==> src/rtl/fifo_pkg.sv <==
// Shared helpers for the async FIFO write- and read-side controllers.
// Contents:
//   PTR_MAX_W - widest pointer the helper functions handle
//   depth()   - FIFO depth for a given address width
//   bin2gray  - binary to reflected Gray, any width up to PTR_MAX_W
//   gray2bin  - reflected Gray to binary, any width up to PTR_MAX_W
// Pass narrower values zero-extended to 32 bits and size-cast the result back.
// Zero-extension is exact for both conversions because leading zeros map to
// leading zeros.
package fifo_pkg;

  localparam int PTR_MAX_W = 32;

  function automatic int unsigned depth(input int unsigned aw);
    return 32'd1 << aw;
  endfunction

  function automatic logic [PTR_MAX_W-1:0] bin2gray(input logic [PTR_MAX_W-1:0] b);
    return b ^ (b >> 1);
  endfunction

  function automatic logic [PTR_MAX_W-1:0] gray2bin(input logic [PTR_MAX_W-1:0] g);
    logic [PTR_MAX_W-1:0] b;
    b[PTR_MAX_W-1] = g[PTR_MAX_W-1];
    for (int i = PTR_MAX_W - 2; i >= 0; i--) begin
      b[i] = b[i+1] ^ g[i];
    end
    return b;
  endfunction

endpackage

==> src/rtl/fifo_rr_arb.sv <==
// Combinational round-robin arbiter, shared by the FIFO write- and read-side
// controllers.
// Ports:
//   req     in  NUM_REQ  request vector
//   rr_ptr  in  IDX_W    index with the highest priority this cycle
//   enable  in  1        when low, no grant is issued
//   gnt     out NUM_REQ  one-hot grant, zero when nothing is granted
//   gnt_idx out IDX_W    index of the granted requester (0 when none)
module fifo_rr_arb #(
  parameter int NUM_REQ = 4,
  parameter int IDX_W   = (NUM_REQ > 1) ? $clog2(NUM_REQ) : 1
) (
  input  logic [NUM_REQ-1:0] req,
  input  logic [IDX_W-1:0]   rr_ptr,
  input  logic               enable,
  output logic [NUM_REQ-1:0] gnt,
  output logic [IDX_W-1:0]   gnt_idx
);

  int idx;

  // Scan from the farthest offset down to rr_ptr itself. The last hit is
  // kept, so the closest asserted request at or after rr_ptr (with wrap) wins.
  always_comb begin
    gnt     = '0;
    gnt_idx = '0;
    idx     = 0;
    if (enable) begin
      for (int off = NUM_REQ - 1; off >= 0; off--) begin
        idx = int'(rr_ptr) + off;
        if (idx >= NUM_REQ) idx = idx - NUM_REQ;
        if (req[idx]) begin
          gnt      = '0;
          gnt[idx] = 1'b1;
          gnt_idx  = IDX_W'(idx);
        end
      end
    end
  end

endmodule

==> src/rtl/fifo_wr_ctrl_arb.sv <==
// Write-side controller of the async FIFO. It arbitrates round-robin among
// NUM_REQ writers for the single memory write port and owns the write pointer
// in binary and Gray form. Full, almost-full and fill level are derived from
// the read pointer after it has been synchronized into wclk.
// Ports:
//   wclk, wrst_n   write clock, asynchronous active-low reset
//   req, req_data  per-writer request level and data (writer i at [i*DATA_W +: DATA_W])
//   gnt            one-hot grant; the write happens on the wclk edge where it is high
//   wq2_rptr       Gray read pointer already synchronized to wclk
//   wptr           registered Gray write pointer, goes to the w2r synchronizer
//   waddr, wdata   memory write address and data, valid while wen=1
//   wen            memory write enable (|gnt)
//   wfull, walmost_full, wlevel  registered status seen from the write side
import fifo_pkg::*;

module fifo_wr_ctrl_arb #(
  parameter int ADDR_SIZE    = 4,
  parameter int NUM_REQ      = 4,
  parameter int DATA_W       = 8,
  parameter int AFULL_THRESH = 12
) (
  input  logic                      wclk,
  input  logic                      wrst_n,
  input  logic [NUM_REQ-1:0]        req,
  input  logic [NUM_REQ*DATA_W-1:0] req_data,
  output logic [NUM_REQ-1:0]        gnt,
  input  logic [ADDR_SIZE:0]        wq2_rptr,
  output logic [ADDR_SIZE:0]        wptr,
  output logic [ADDR_SIZE-1:0]      waddr,
  output logic [DATA_W-1:0]         wdata,
  output logic                      wen,
  output logic                      wfull,
  output logic                      walmost_full,
  output logic [ADDR_SIZE:0]        wlevel
);

  localparam int A     = ADDR_SIZE;
  localparam int IDX_W = (NUM_REQ > 1) ? $clog2(NUM_REQ) : 1;

  logic [A:0]       wbin_reg;
  logic [A:0]       wbin_next;
  logic [A:0]       wgray_next;
  logic [A:0]       rbin;
  logic [A:0]       level_next;
  logic             full_next;
  logic             afull_next;
  logic [IDX_W-1:0] rr_ptr_reg;
  logic [IDX_W-1:0] rr_ptr_next;
  logic [IDX_W-1:0] gnt_idx;
  logic             arb_en;
  logic [DATA_W-1:0] data_arr [NUM_REQ];

  // Gating with wrst_n keeps gnt/wen low while reset is held, even though
  // the arbiter itself is combinational.
  assign arb_en = ~wfull & wrst_n;

  fifo_rr_arb #(
    .NUM_REQ (NUM_REQ),
    .IDX_W   (IDX_W)
  ) u_arb (
    .req     (req),
    .rr_ptr  (rr_ptr_reg),
    .enable  (arb_en),
    .gnt     (gnt),
    .gnt_idx (gnt_idx)
  );

  genvar gi;
  generate
    for (gi = 0; gi < NUM_REQ; gi++) begin : g_data
      assign data_arr[gi] = req_data[gi*DATA_W +: DATA_W];
    end
  endgenerate

  assign wen   = |gnt;
  assign wdata = data_arr[gnt_idx];
  assign waddr = wbin_reg[A-1:0];

  // The next pointer and the current synchronized read pointer are used
  // together, so a write and a read-pointer change in the same cycle stay
  // consistent.
  assign wbin_next  = wbin_reg + {{A{1'b0}}, wen};
  assign wgray_next = (A+1)'(bin2gray(32'(wbin_next)));
  assign rbin       = (A+1)'(gray2bin(32'(wq2_rptr)));
  assign level_next = wbin_next - rbin;

  // Full when the write pointer is exactly one lap ahead: the top two Gray
  // bits differ and the rest match.
  assign full_next  = (wgray_next == {~wq2_rptr[A:A-1], wq2_rptr[A-2:0]});
  assign afull_next = (level_next >= (A+1)'(AFULL_THRESH));

  assign rr_ptr_next = (gnt_idx == IDX_W'(NUM_REQ - 1)) ? '0 : gnt_idx + IDX_W'(1);

  always_ff @(posedge wclk or negedge wrst_n) begin
    if (!wrst_n) begin
      wbin_reg     <= '0;
      wptr         <= '0;
      wfull        <= 1'b0;
      walmost_full <= 1'b0;
      wlevel       <= '0;
      rr_ptr_reg   <= '0;
    end else begin
      wbin_reg     <= wbin_next;
      wptr         <= wgray_next;
      wfull        <= full_next;
      walmost_full <= afull_next;
      wlevel       <= level_next;
      if (wen) rr_ptr_reg <= rr_ptr_next;
    end
  end

endmodule

==> config.mk <==
export PLATFORM = sky130hd
export DESIGN_NAME = fifo_wr_ctrl_arb
export DESIGN_NICKNAME = d
export VERILOG_FILES = /design/src/rtl/fifo_pkg.sv /design/src/rtl/fifo_rr_arb.sv /design/src/rtl/fifo_wr_ctrl_arb.sv
export SDC_FILE = /design/constraint.sdc
export NUM_CORES = 1
export LEC_CHECK = 0
export CAP_MARGIN = 0
export CELL_PAD_IN_SITES_DETAIL_PLACEMENT = 0
export CELL_PAD_IN_SITES_GLOBAL_PLACEMENT = 1
export CORE_MARGIN = 2
export CORE_UTILIZATION = 31
export DETAILED_ROUTE_END_ITERATION = 16
export PLACE_DENSITY = 0.85
export SLEW_MARGIN = 20
export SYNTH_ARGS = -nofsm -noshare
export SYNTH_HDL_FRONTEND = slang
export SYNTH_SLANG_ARGS = --single-unit
==> constraint.sdc <==
create_clock -name wclk -period 5.3 [get_ports wclk]
set_input_delay 0.795 -clock wclk [delete_from_list [all_inputs] [get_ports wclk]]
set_output_delay 0.795 -clock wclk [all_outputs]
set_load 0.02 [all_outputs]
* Word level (Yosys, flattened, before mapping) *
Index checks and enable logic that the tools add are counted.

word-level totals
  register bits after elaboration = 19
  input port bits = 43
  output and inout port bits = 29
  logic and storage cells = 88

cells by class
  add/sub/neg operators = 10
  order comparisons = 14
  equal/unequal tests = 2
  mux-type cells = 42
  bitwise operators = 9
  reduce and logical (&&, ||, !) cells = 5

operator list
  kind                                                                                  count
  32-bit two-way mux                                                                    8
  32-bit by 1-bit greater-or-equal comparator with 1-bit output, second input constant  4
  32-bit by 4-bit < comparator with 1-bit output, second input constant                 4
  32-bit by 4-bit greater-or-equal comparator with 1-bit output, second input constant  3
  32-bit by 4-bit subtractor with 32-bit output, second input constant                  3
  4-bit two-way mux                                                                     5
  8-bit binary-select mux with 2-bit select                                             1
  8-bit two-way mux                                                                     2
  1-bit two-way mux                                                                     12
  2-bit two-way mux                                                                     6
  1-bit binary-select mux with 2-bit select                                             4
  1-bit demux with 2-bit select                                                         4
  2-bit by 2-bit adder with 3-bit output, second input constant                         2
  5-bit by 1-bit adder with 5-bit output                                                1
  5-bit == test                                                                         1
  5-bit by 4-bit greater-or-equal comparator with 1-bit output, second input constant   1
  5-bit subtractor                                                                      1
  5-bit by 4-bit bitwise XOR with 5-bit output                                          1
  1-bit logical AND                                                                     4
  4-bit OR reduction                                                                    1
  2-bit by 3-bit subtractor with 4-bit output, second input constant                    1
  1-bit bitwise XOR                                                                     4
  2-bit by 1-bit adder with 3-bit output, second input constant                         1
  2-bit by 3-bit greater-or-equal comparator with 1-bit output, second input constant   1
  7 further kinds                                                                       7

* Logic depth before layout (Yosys ltp) *
Gate-level depths: netlist of the first run.

  depth after elaboration = 17
  mapped depth = 19
  mapped depth without buffers = 17

* By module *
From an unflattened synthesis of the first run, not the netlist that was laid out.

second synthesis, totals
  cells, all modules = 147
  area total of the unflattened synthesis = 1634.1 um^2

by module, submodules not included
  module            times used  cells each  area each (um^2)  seq. area each (um^2)
  fifo_wr_ctrl_arb  1           89          1144.8            450.4
  fifo_rr_arb       1           58          489.2             0.0

* Worst setup path after synthesis of the first run *
Ideal clock, no wire load.

  kind = reg2reg
  start point = register rr_ptr_reg[1]
  end point = register walmost_full
  setup time = 0.118 ns
  data arrival time = 4.318 ns
  required time = 5.182 ns
  slack = 0.864 ns
  stages on the path, launching flop included = 20
  path buffers = 2
  clock period less this slack = 4.436 ns
  path through = dfrtp_1 > buf_4 > inv_1 > ha_1 > buf_6 > mux2_4 > mux2_4 > a21oi_2 > a31oi_1 > nor4_2 > inv_1 > ha_1 > ha_1 > inv_1 > fa_1 > inv_1 > a21o_1 > a21oi_1 > xnor2_1 > a21o_1

between the ends
  longest elaborated chain between the ends = 17
  elaborated cells on any way between the ends = 60
  classes of those cells = add/sub (9); order compare (13); mux (33); reduce/logical (5)

ends and longest elaborated chain
  item                                                                                                                                                          RTL line                 source
  start, declared                                                                                                                                               fifo_wr_ctrl_arb.sv:47   logic [IDX_W-1:0] rr_ptr_reg;
  start signal, assigned                                                                                                                                        fifo_wr_ctrl_arb.sv:108  if (wen) rr_ptr_reg <= rr_ptr_next;
  2-bit by 2-bit adder with 3-bit output                                                                                                                        fifo_rr_arb.sv:30        idx = int'(rr_ptr) + off;
  32-bit by 4-bit subtractor with 32-bit output / 32-bit by 4-bit greater-or-equal comparator with 1-bit output (equally long branches)                         fifo_rr_arb.sv:31        if (idx >= NUM_REQ) idx = idx - NUM_REQ;
  32-bit two-way mux                                                                                                                                            fifo_rr_arb.sv:31
  32-bit two-way mux                                                                                                                                            fifo_rr_arb.sv:28        if (enable) begin
  32-bit by 1-bit greater-or-equal comparator with 1-bit output (not written as such) / 32-bit by 4-bit < comparator with 1-bit output (equally long branches)  fifo_rr_arb.sv:34        gnt[idx] = 1'b1;
  1-bit logical AND (not written as such)                                                                                                                       fifo_rr_arb.sv:34
  1-bit two-way mux (not written as such)                                                                                                                       fifo_rr_arb.sv:34
  1-bit demux with 2-bit select                                                                                                                                 -
  (+5 left out)                                                                                                                                                 -
  named net gnt[0]                                                                                                                                              fifo_wr_ctrl_arb.sv:26   output logic [NUM_REQ-1:0] gnt,
  4-bit OR reduction *                                                                                                                                          fifo_wr_ctrl_arb.sv:75   assign wen = |gnt;
  named net wen                                                                                                                                                 fifo_wr_ctrl_arb.sv:31   output logic wen,
  5-bit by 1-bit adder with 5-bit output *                                                                                                                      fifo_wr_ctrl_arb.sv:82   assign wbin_next = wbin_reg + {{A{1'b0}}, wen};
  named net wbin_next[1]                                                                                                                                        fifo_wr_ctrl_arb.sv:41   logic [A:0] wbin_next;
  5-bit subtractor *                                                                                                                                            fifo_wr_ctrl_arb.sv:85   assign level_next = wbin_next - rbin;
  named net level_next[4]                                                                                                                                       fifo_wr_ctrl_arb.sv:44   logic [A:0] level_next;
  5-bit by 4-bit greater-or-equal comparator with 1-bit output *                                                                                                fifo_wr_ctrl_arb.sv:90   assign afull_next = (level_next >= (A+1)'(AFULL_THRESH));
  named net afull_next                                                                                                                                          fifo_wr_ctrl_arb.sv:46   logic afull_next;
  end signal, assigned                                                                                                                                          fifo_wr_ctrl_arb.sv:106  walmost_full <= afull_next;
  end, declared                                                                                                                                                 fifo_wr_ctrl_arb.sv:33   output logic walmost_full,

Mark *: on every way through the listed nets, which the timed path passes. The rest lies on a longest branch. The select of a mux whose other input is x is not followed.
A chain may end at the register's enable or synchronous reset.

* Final worst setup path of the first run *
  start point = input port req[2]
  end point = register walmost_full

between the ends
  longest elaborated chain between the ends = 12
  elaborated cells on any way between the ends = 21
  classes of those cells = add/sub (2); order compare (1); mux (17); reduce/logical (1)

ends and longest elaborated chain
  item                                                            RTL line                source
  start, declared                                                 fifo_wr_ctrl_arb.sv:24  input logic [NUM_REQ-1:0] req,
  1-bit binary-select mux with 2-bit select                       fifo_rr_arb.sv:32       if (req[idx]) begin
  1-bit two-way mux (not written as such) (2 in a row)            fifo_rr_arb.sv:32
  4-bit two-way mux (3 in a row)                                  fifo_rr_arb.sv:32
  4-bit two-way mux *                                             fifo_rr_arb.sv:32
  4-bit two-way mux *                                             fifo_rr_arb.sv:28
  4-bit OR reduction *                                            fifo_wr_ctrl_arb.sv:75
  5-bit by 1-bit adder with 5-bit output *                        fifo_wr_ctrl_arb.sv:82
  named net wbin_next[2]                                          fifo_wr_ctrl_arb.sv:41
  5-bit subtractor *                                              fifo_wr_ctrl_arb.sv:85
  named net level_next[4]                                         fifo_wr_ctrl_arb.sv:44
  5-bit by 4-bit greater-or-equal comparator with 1-bit output *  fifo_wr_ctrl_arb.sv:90
  named net afull_next                                            fifo_wr_ctrl_arb.sv:46

Marks and branches as above.

==> results.sh, run 1 <==
export IMPL_status="completed"
export IMPL_nNetsFinal=283
export IMPL_synth_cell_types=41
export IMPL_critPathRequiredTime_ps=5450
export IMPL_antenna_found_initial=0
export IMPL_synth_warning_count=0
export IMPL_avgRoutedWirePerCell_um=14.0
export IMPL_cts_resized_gates=0
export IMPL_drtIter0Drc=107
export IMPL_wl_mm=4.12
export IMPL_syn2layout_area_growth_pct=50.8
export IMPL_grt_pass1_vias=1497
export IMPL_fp_row_count=26
export IMPL_clock_skew_ps=3.49
export IMPL_hold_path_class="reg2reg"
export IMPL_comb_power_share_pct=76.5
export IMPL_max_freq_mhz=228
export IMPL_fin_crit_sh_pct=82.8
export IMPL_synth_most_common_cell="dfrtp_1"
export IMPL_synth_commonest_cells="dfrtp_1, o21ai_0, inv_1"
export IMPL_drive_above_1_share_pct=12.0
export IMPL_ys_seq_elements=18
export IMPL_gp_congestion=0.915
export IMPL_synth_edff_count=0
export IMPL_netlist_area_um2=1610
export IMPL_cts_root_buf="clkbuf_8"
export IMPL_tns_ps=0
export IMPL_swShare_pct=45.5
export IMPL_power_share_clock_pct=7.2
export IMPL_maxCapViolations=0
export IMPL_grt_ovfl_total=0
export IMPL_leakage_nw=1.03
export IMPL_tightest_slew_ps=456
export IMPL_synth_area_top_cells="dfrtp_1, mux4_2, ha_1, xnor2_1, o21ai_0"
export IMPL_setup_viol=0
export IMPL_drcViolationCount=0
export IMPL_synth_area_per_cell_um2=10.5
export IMPL_viasPerCell=4.89
export IMPL_io_pins=72
export IMPL_final_hold_viol_count=0
export IMPL_seq_power_share_pct=16.3
export IMPL_rsz0062_at_grt="false"
export IMPL_fp_coreArea_um2=5070
export IMPL_ant_nets=0
export IMPL_start_kind="input pin"
export IMPL_clock_latency_ps=250
export IMPL_die_y_um=76.2
export IMPL_grt_use_total_pct=14.8
export IMPL_p_per_area_nw_per_um2=640
export IMPL_cp_max_fo=10
export IMPL_end_kind="flip-flop"
export IMPL_htreeDepth=1
export IMPL_postCtsSetupRepairBufs=0
export IMPL_worstPathArrival_ps=4540
export IMPL_grt_max_degree=20
export IMPL_cts_tree="yes"
export IMPL_maxSlewHeadroom_pct=69.6
export IMPL_fill_cells=490
export IMPL_portBuffers=71
export IMPL_numCtsBuffers=3
export IMPL_start_util_pct=31.8
export IMPL_netlist_instances=153
export IMPL_yosysTopAreaCell="dfrtp_1"
export IMPL_critPathKind="in2reg"
export IMPL_num_antenna_cells=0
export IMPL_num_vias=1444
export IMPL_clock_sinks=18
export IMPL_cts_path_max_buffers=2
export IMPL_final_util_pct=48.0
export IMPL_synth_ff_type="dfrtp_1"
export IMPL_intPower_mw=0.849
export IMPL_grt_first_pass_wirelength_mm=7.20
export IMPL_dp_hpwl_mm=3.24
export IMPL_synth_fp_nets=210
export IMPL_p_switching_mw=0.709
export IMPL_dieWidth_um=76.2
export IMPL_die_area_um2=5800
export IMPL_async_flop_share_pct=100
export IMPL_slew_violations=0
export IMPL_synth_top_area_share_pct=27.9
export IMPL_drt_pass1_iterations=4
export IMPL_irDropWorstVdd_uv=394
export IMPL_ys_seq_area_share_pct=27.9
export IMPL_path_clk_slew_ps=70
export IMPL_min_period_ps=4390
export IMPL_hold_buffers=0
[per-stage QoR]
step | worst slack (ps) | hold WS [ps] | std cells | cell area [um^2] | total power, mW
final | 912 | 594 | 295 | 2430 | 1.56
after global routing | 619 | 632 | 295 | 2430 | 1.69
after CTS | 902 | 594 | 295 | 2430 | 1.58
after detailed placement | 655 | 571 | 291 | 2380 | 1.44
after global placement | 743 | 552 | 291 | 2380 | 1.44
after floorplan | 864 | 499 | 153 | 1610 | 1.08
[layout by cell type, fill, tap and decap left out, types with 4 or more instances in the layout]
cell type and count:
xor2_1 9, ha_1 13, clkdlybuf4s50_1 71, nand2_1 4, dfrtp_1 18, mux4_2 8, o21ai_0 16, inv_1 15
mux2i_1 7, xnor2_1 10, a21oi_1 8, a31oi_1 4, clkbuf_8 4
[critical path, stage by stage]
cell and delay (ps):
clkdlybuf4s50_1 560, mux2_4 340, mux2_4 300, a21oi_1 170, a31oi_1 140, nor4_2 410, inv_1 120, ha_1 220
ha_1 200, xor2_1 340, ha_1 340, a21o_1 170, a21oi_1 170, xnor2_1 100, a21o_1 170
[cell type report]
cell class | instances | area (um^2) | share of cell area, %
well taps | 70 | 87.6 | 3.60
inverters | 16 | 67.6 | 2.78
repair buffers | 74 | 733 | 30.1
flip-flops and latches | 18 | 450 | 18.5
multi-input cells | 113 | 1040 | 42.7
clock buffers | 4 | 55.1 | 2.26
[power by group through the flow]
stage          combinational (mW)  sequential (mW)  clock, mW
4_1_cts                      1.20            0.255      0.116
3_3_place_gp                 1.19            0.255          0
3_5_place_dp                 1.19            0.257          0
6_report                     1.19            0.255      0.111
2_1_floorplan               0.753            0.331          0
5_1_grt                      1.31            0.262      0.120
[final timing paths]
path                                            from                   endpoint  slack [ps]  cells past startpoint
setup / recovery                              req[2]     walmost_full$_DFF_PN0_         910                     15
hold / removal                 wbin_reg[0]$_DFF_PN0_      wbin_reg[0]$_DFF_PN0_         590                      1
setup reg to reg           rr_ptr_reg[0]$_DFFE_PN0N_     walmost_full$_DFF_PN0_         940                     16
hold reg to reg                wbin_reg[0]$_DFF_PN0_      wbin_reg[0]$_DFF_PN0_         590                      1
max in group asynchronous                     wrst_n  rr_ptr_reg[0]$_DFFE_PN0N_        4230                      2
min in group asynchronous                     wrst_n        wlevel[3]$_DFF_PN0_         870                      2
[logic make-up (layout without fill, tap and decap cells)]
logic type	count (synthesis)	count (layout)	share of synthesized area (%)
buffers and inverters	22	94	7.67
DFF	18	18	27.9
and+or+nand+nor	21	21	8.37
adders and majority gates	14	14	11.3
xor gates and xnor gates	19	19	10.3
AOI/OAI and AO/OA	38	38	14.3
muxes	21	21	20.2
[metal layers]
metal | wire length [um] | track usage, % | share of wire (%) | up-vias
met5 | 0 | 0 | 0 | -
met4 | 30 | 3.27 | 0.73 | 0
met3 | 222 | 2.61 | 5.4 | 4
met2 | 2000 | 25.5 | 49 | 49
met1 | 1870 | 19.5 | 45 | 695
li1 | - | - | - | 696
No activity file was read; power rests on OpenSTA's default activity.
==> inputs of run 2 (changes only) <==
==> constraint.sdc (replaced) <==
create_clock -name wclk -period 4.4 [get_ports wclk]
set_input_delay 0.66 -clock wclk [delete_from_list [all_inputs] [get_ports wclk]]
set_output_delay 0.66 -clock wclk [all_outputs]
set_load 0.02 [all_outputs]
==> results.sh, run 2 (synthesized netlist as in run 1, its figures left out) <==
export IMPL_status="completed"
export IMPL_met2WireLength_mm=1.98
export IMPL_grt_max_degree=19
export IMPL_wl_met3_um=294
export IMPL_final_common_cell="clkdlybuf4s50_1"
export IMPL_portBuffers=71
export IMPL_clock_sinks=18
export IMPL_syn2layout_area_growth_pct=55.7
export IMPL_critPathRequiredTime_ps=3740
export IMPL_register_area_um2=450
export IMPL_reg2reg_from="rr_ptr_reg[0]$_DFFE_PN0N_"
export IMPL_drcViolationCount=0
export IMPL_dpl_worst_slack_ps=32.0
export IMPL_max_freq_mhz=242
export IMPL_cts_path_max_buffers=2
export IMPL_numCtsBuffers=3
export IMPL_crit_start="req[0]"
export IMPL_top_layer_used="met4"
export IMPL_slew_violations=0
export IMPL_wl_mm=4.11
export IMPL_wl_met1_mm=1.82
export IMPL_nNetsFinal=291
export IMPL_rsz0062_at_grt="false"
export IMPL_irDropWorstVdd_uv=473
export IMPL_end_kind="output port"
export IMPL_viasPerCell=4.72
export IMPL_grt_pass1_vias=1526
export IMPL_tightest_slew_ps=466
export IMPL_die_area_um2=5800
export IMPL_fp_row_count=26
export IMPL_num_antenna_cells=0
export IMPL_min_period_ps=4140
export IMPL_setup_viol=0
export IMPL_drt_pass1_iterations=4
export IMPL_cts_root_buf="clkbuf_8"
export IMPL_antenna_found_initial=0
export IMPL_fp_coreArea_um2=5070
export IMPL_instances_no_fill=303
export IMPL_multi_input_area_um2=1060
export IMPL_htreeDepth=1
export IMPL_clock_skew_ps=1.63
export IMPL_maxCapViolations=0
export IMPL_die_y_um=76.2
export IMPL_start_util_pct=31.8
export IMPL_grt_use_total_pct=14.8
export IMPL_cp_max_fo=9
export IMPL_grt_first_pass_wirelength_mm=7.21
export IMPL_avgRoutedWirePerCell_um=13.6
export IMPL_dp_hpwl_mm=3.24
export IMPL_drtIter0Drc=54
export IMPL_dieWidth_um=76.2
export IMPL_p_per_area_nw_per_um2=767
export IMPL_critPathKind="in2out"
export IMPL_tns_ps=0
export IMPL_fill_cells=490
export IMPL_dp_cells=299
export IMPL_worstPathArrival_ps=3480
export IMPL_hold_path_class="reg2reg"
export IMPL_start_kind="input pin"
export IMPL_maxSlewHeadroom_pct=68.9
export IMPL_ant_nets=0
export IMPL_gp_congestion=0.802
export IMPL_worstHoldStart="wbin_reg[4]$_DFF_PN0_"
export IMPL_final_hold_viol_count=0
export IMPL_drive_above_1_share_pct=16.7
export IMPL_fin_crit_sh_pct=94.1
export IMPL_path_clk_slew_ps=70
export IMPL_leakage_nw=1.07
export IMPL_worst_slack_ps=262
export IMPL_cts_tree="yes"
export IMPL_clock_latency_ps=250
export IMPL_grt_ovfl_total=0
export IMPL_io_pins=72
export IMPL_num_vias=1429
export IMPL_final_cell_mix="clkdlybuf4s50_1, dfrtp_1, o21ai_0"
export IMPL_hold_buffers=0
run 2: final timing paths:
path | to | depth (start not counted) | slack [ps]
max | wdata[4] | 9 | 260
min | wbin_reg[4]$_DFF_PN0_ | 2 | 570
max reg2reg | walmost_full$_DFF_PN0_ | 16 | 390
min reg2reg | wbin_reg[4]$_DFF_PN0_ | 2 | 570
max in group asynchronous | rr_ptr_reg[0]$_DFFE_PN0N_ | 2 | 3410
min in group asynchronous | wbin_reg[4]$_DFF_PN0_ | 2 | 800
run 2: area by class of cell:
cell class / count / share of cell area [%]
inverter: 16 / 2.69
timing repair buffer: 82 / 31.6
clock buffer: 4 / 2.19
multi-input combinational: 113 / 42.2
sequential: 18 / 17.9
tap: 70 / 3.48
run 2: critical path, stage by stage:
cell	delay (ps)
clkdlybuf4s50_1	510
buf_4	190
or2_2	280
a21oi_1	130
o22ai_1	90
a32o_1	250
nand2_2	260
mux4_2	540
clkdlybuf4s50_1	560
run 2: per-stage QoR:
step	util [%]	cell area (um^2)	total power, mW	hold slack [ps]
2_1_floorplan	-	1630	1.31	364
3_3_place_gp	48.3	2450	1.78	553
3_5_place_dp	48.3	2450	1.79	560
4_1_cts	49.4	2510	1.94	576
5_1_grt	49.5	2510	2.10	603
6_report	49.5	2510	1.93	568
run 2: where the power goes:
| group | internal, mW | switching, mW |
|---|---|---|
| combinational | 0.723 | 0.764 |
| clock | 0.0794 | 0.0525 |
| sequential | 0.264 | 0.0453 |
| total | 1.07 | 0.861 |
run 2: repair_timing:
action                                  4_1_cts  5_1_grt
setup buffers                                 0        0
gates resized for setup                       0        1
endpoints found under the setup margin        0        1
run 2: metal layers:
metal  GRT usage, %  vias to the layer above
met5              0                        -
met4           2.73                        0
met3           2.61                        2
met2           25.6                       56
met1           19.6                      663
li1               -                      708
==> inputs of run 3 (changes only) <==
--- a/config.mk
+++ b/config.mk
@@ -10,6 +10,7 @@
 export CELL_PAD_IN_SITES_GLOBAL_PLACEMENT = 1
 export CORE_MARGIN = 2
 export CORE_UTILIZATION = 31
+export CTS_CLUSTER_DIAMETER = 40
 export DETAILED_ROUTE_END_ITERATION = 16
 export PLACE_DENSITY = 0.85
 export SLEW_MARGIN = 20
==> results of run 3 <==
Same layout as run 2: the final DEF is identical, and so are final timing and power.
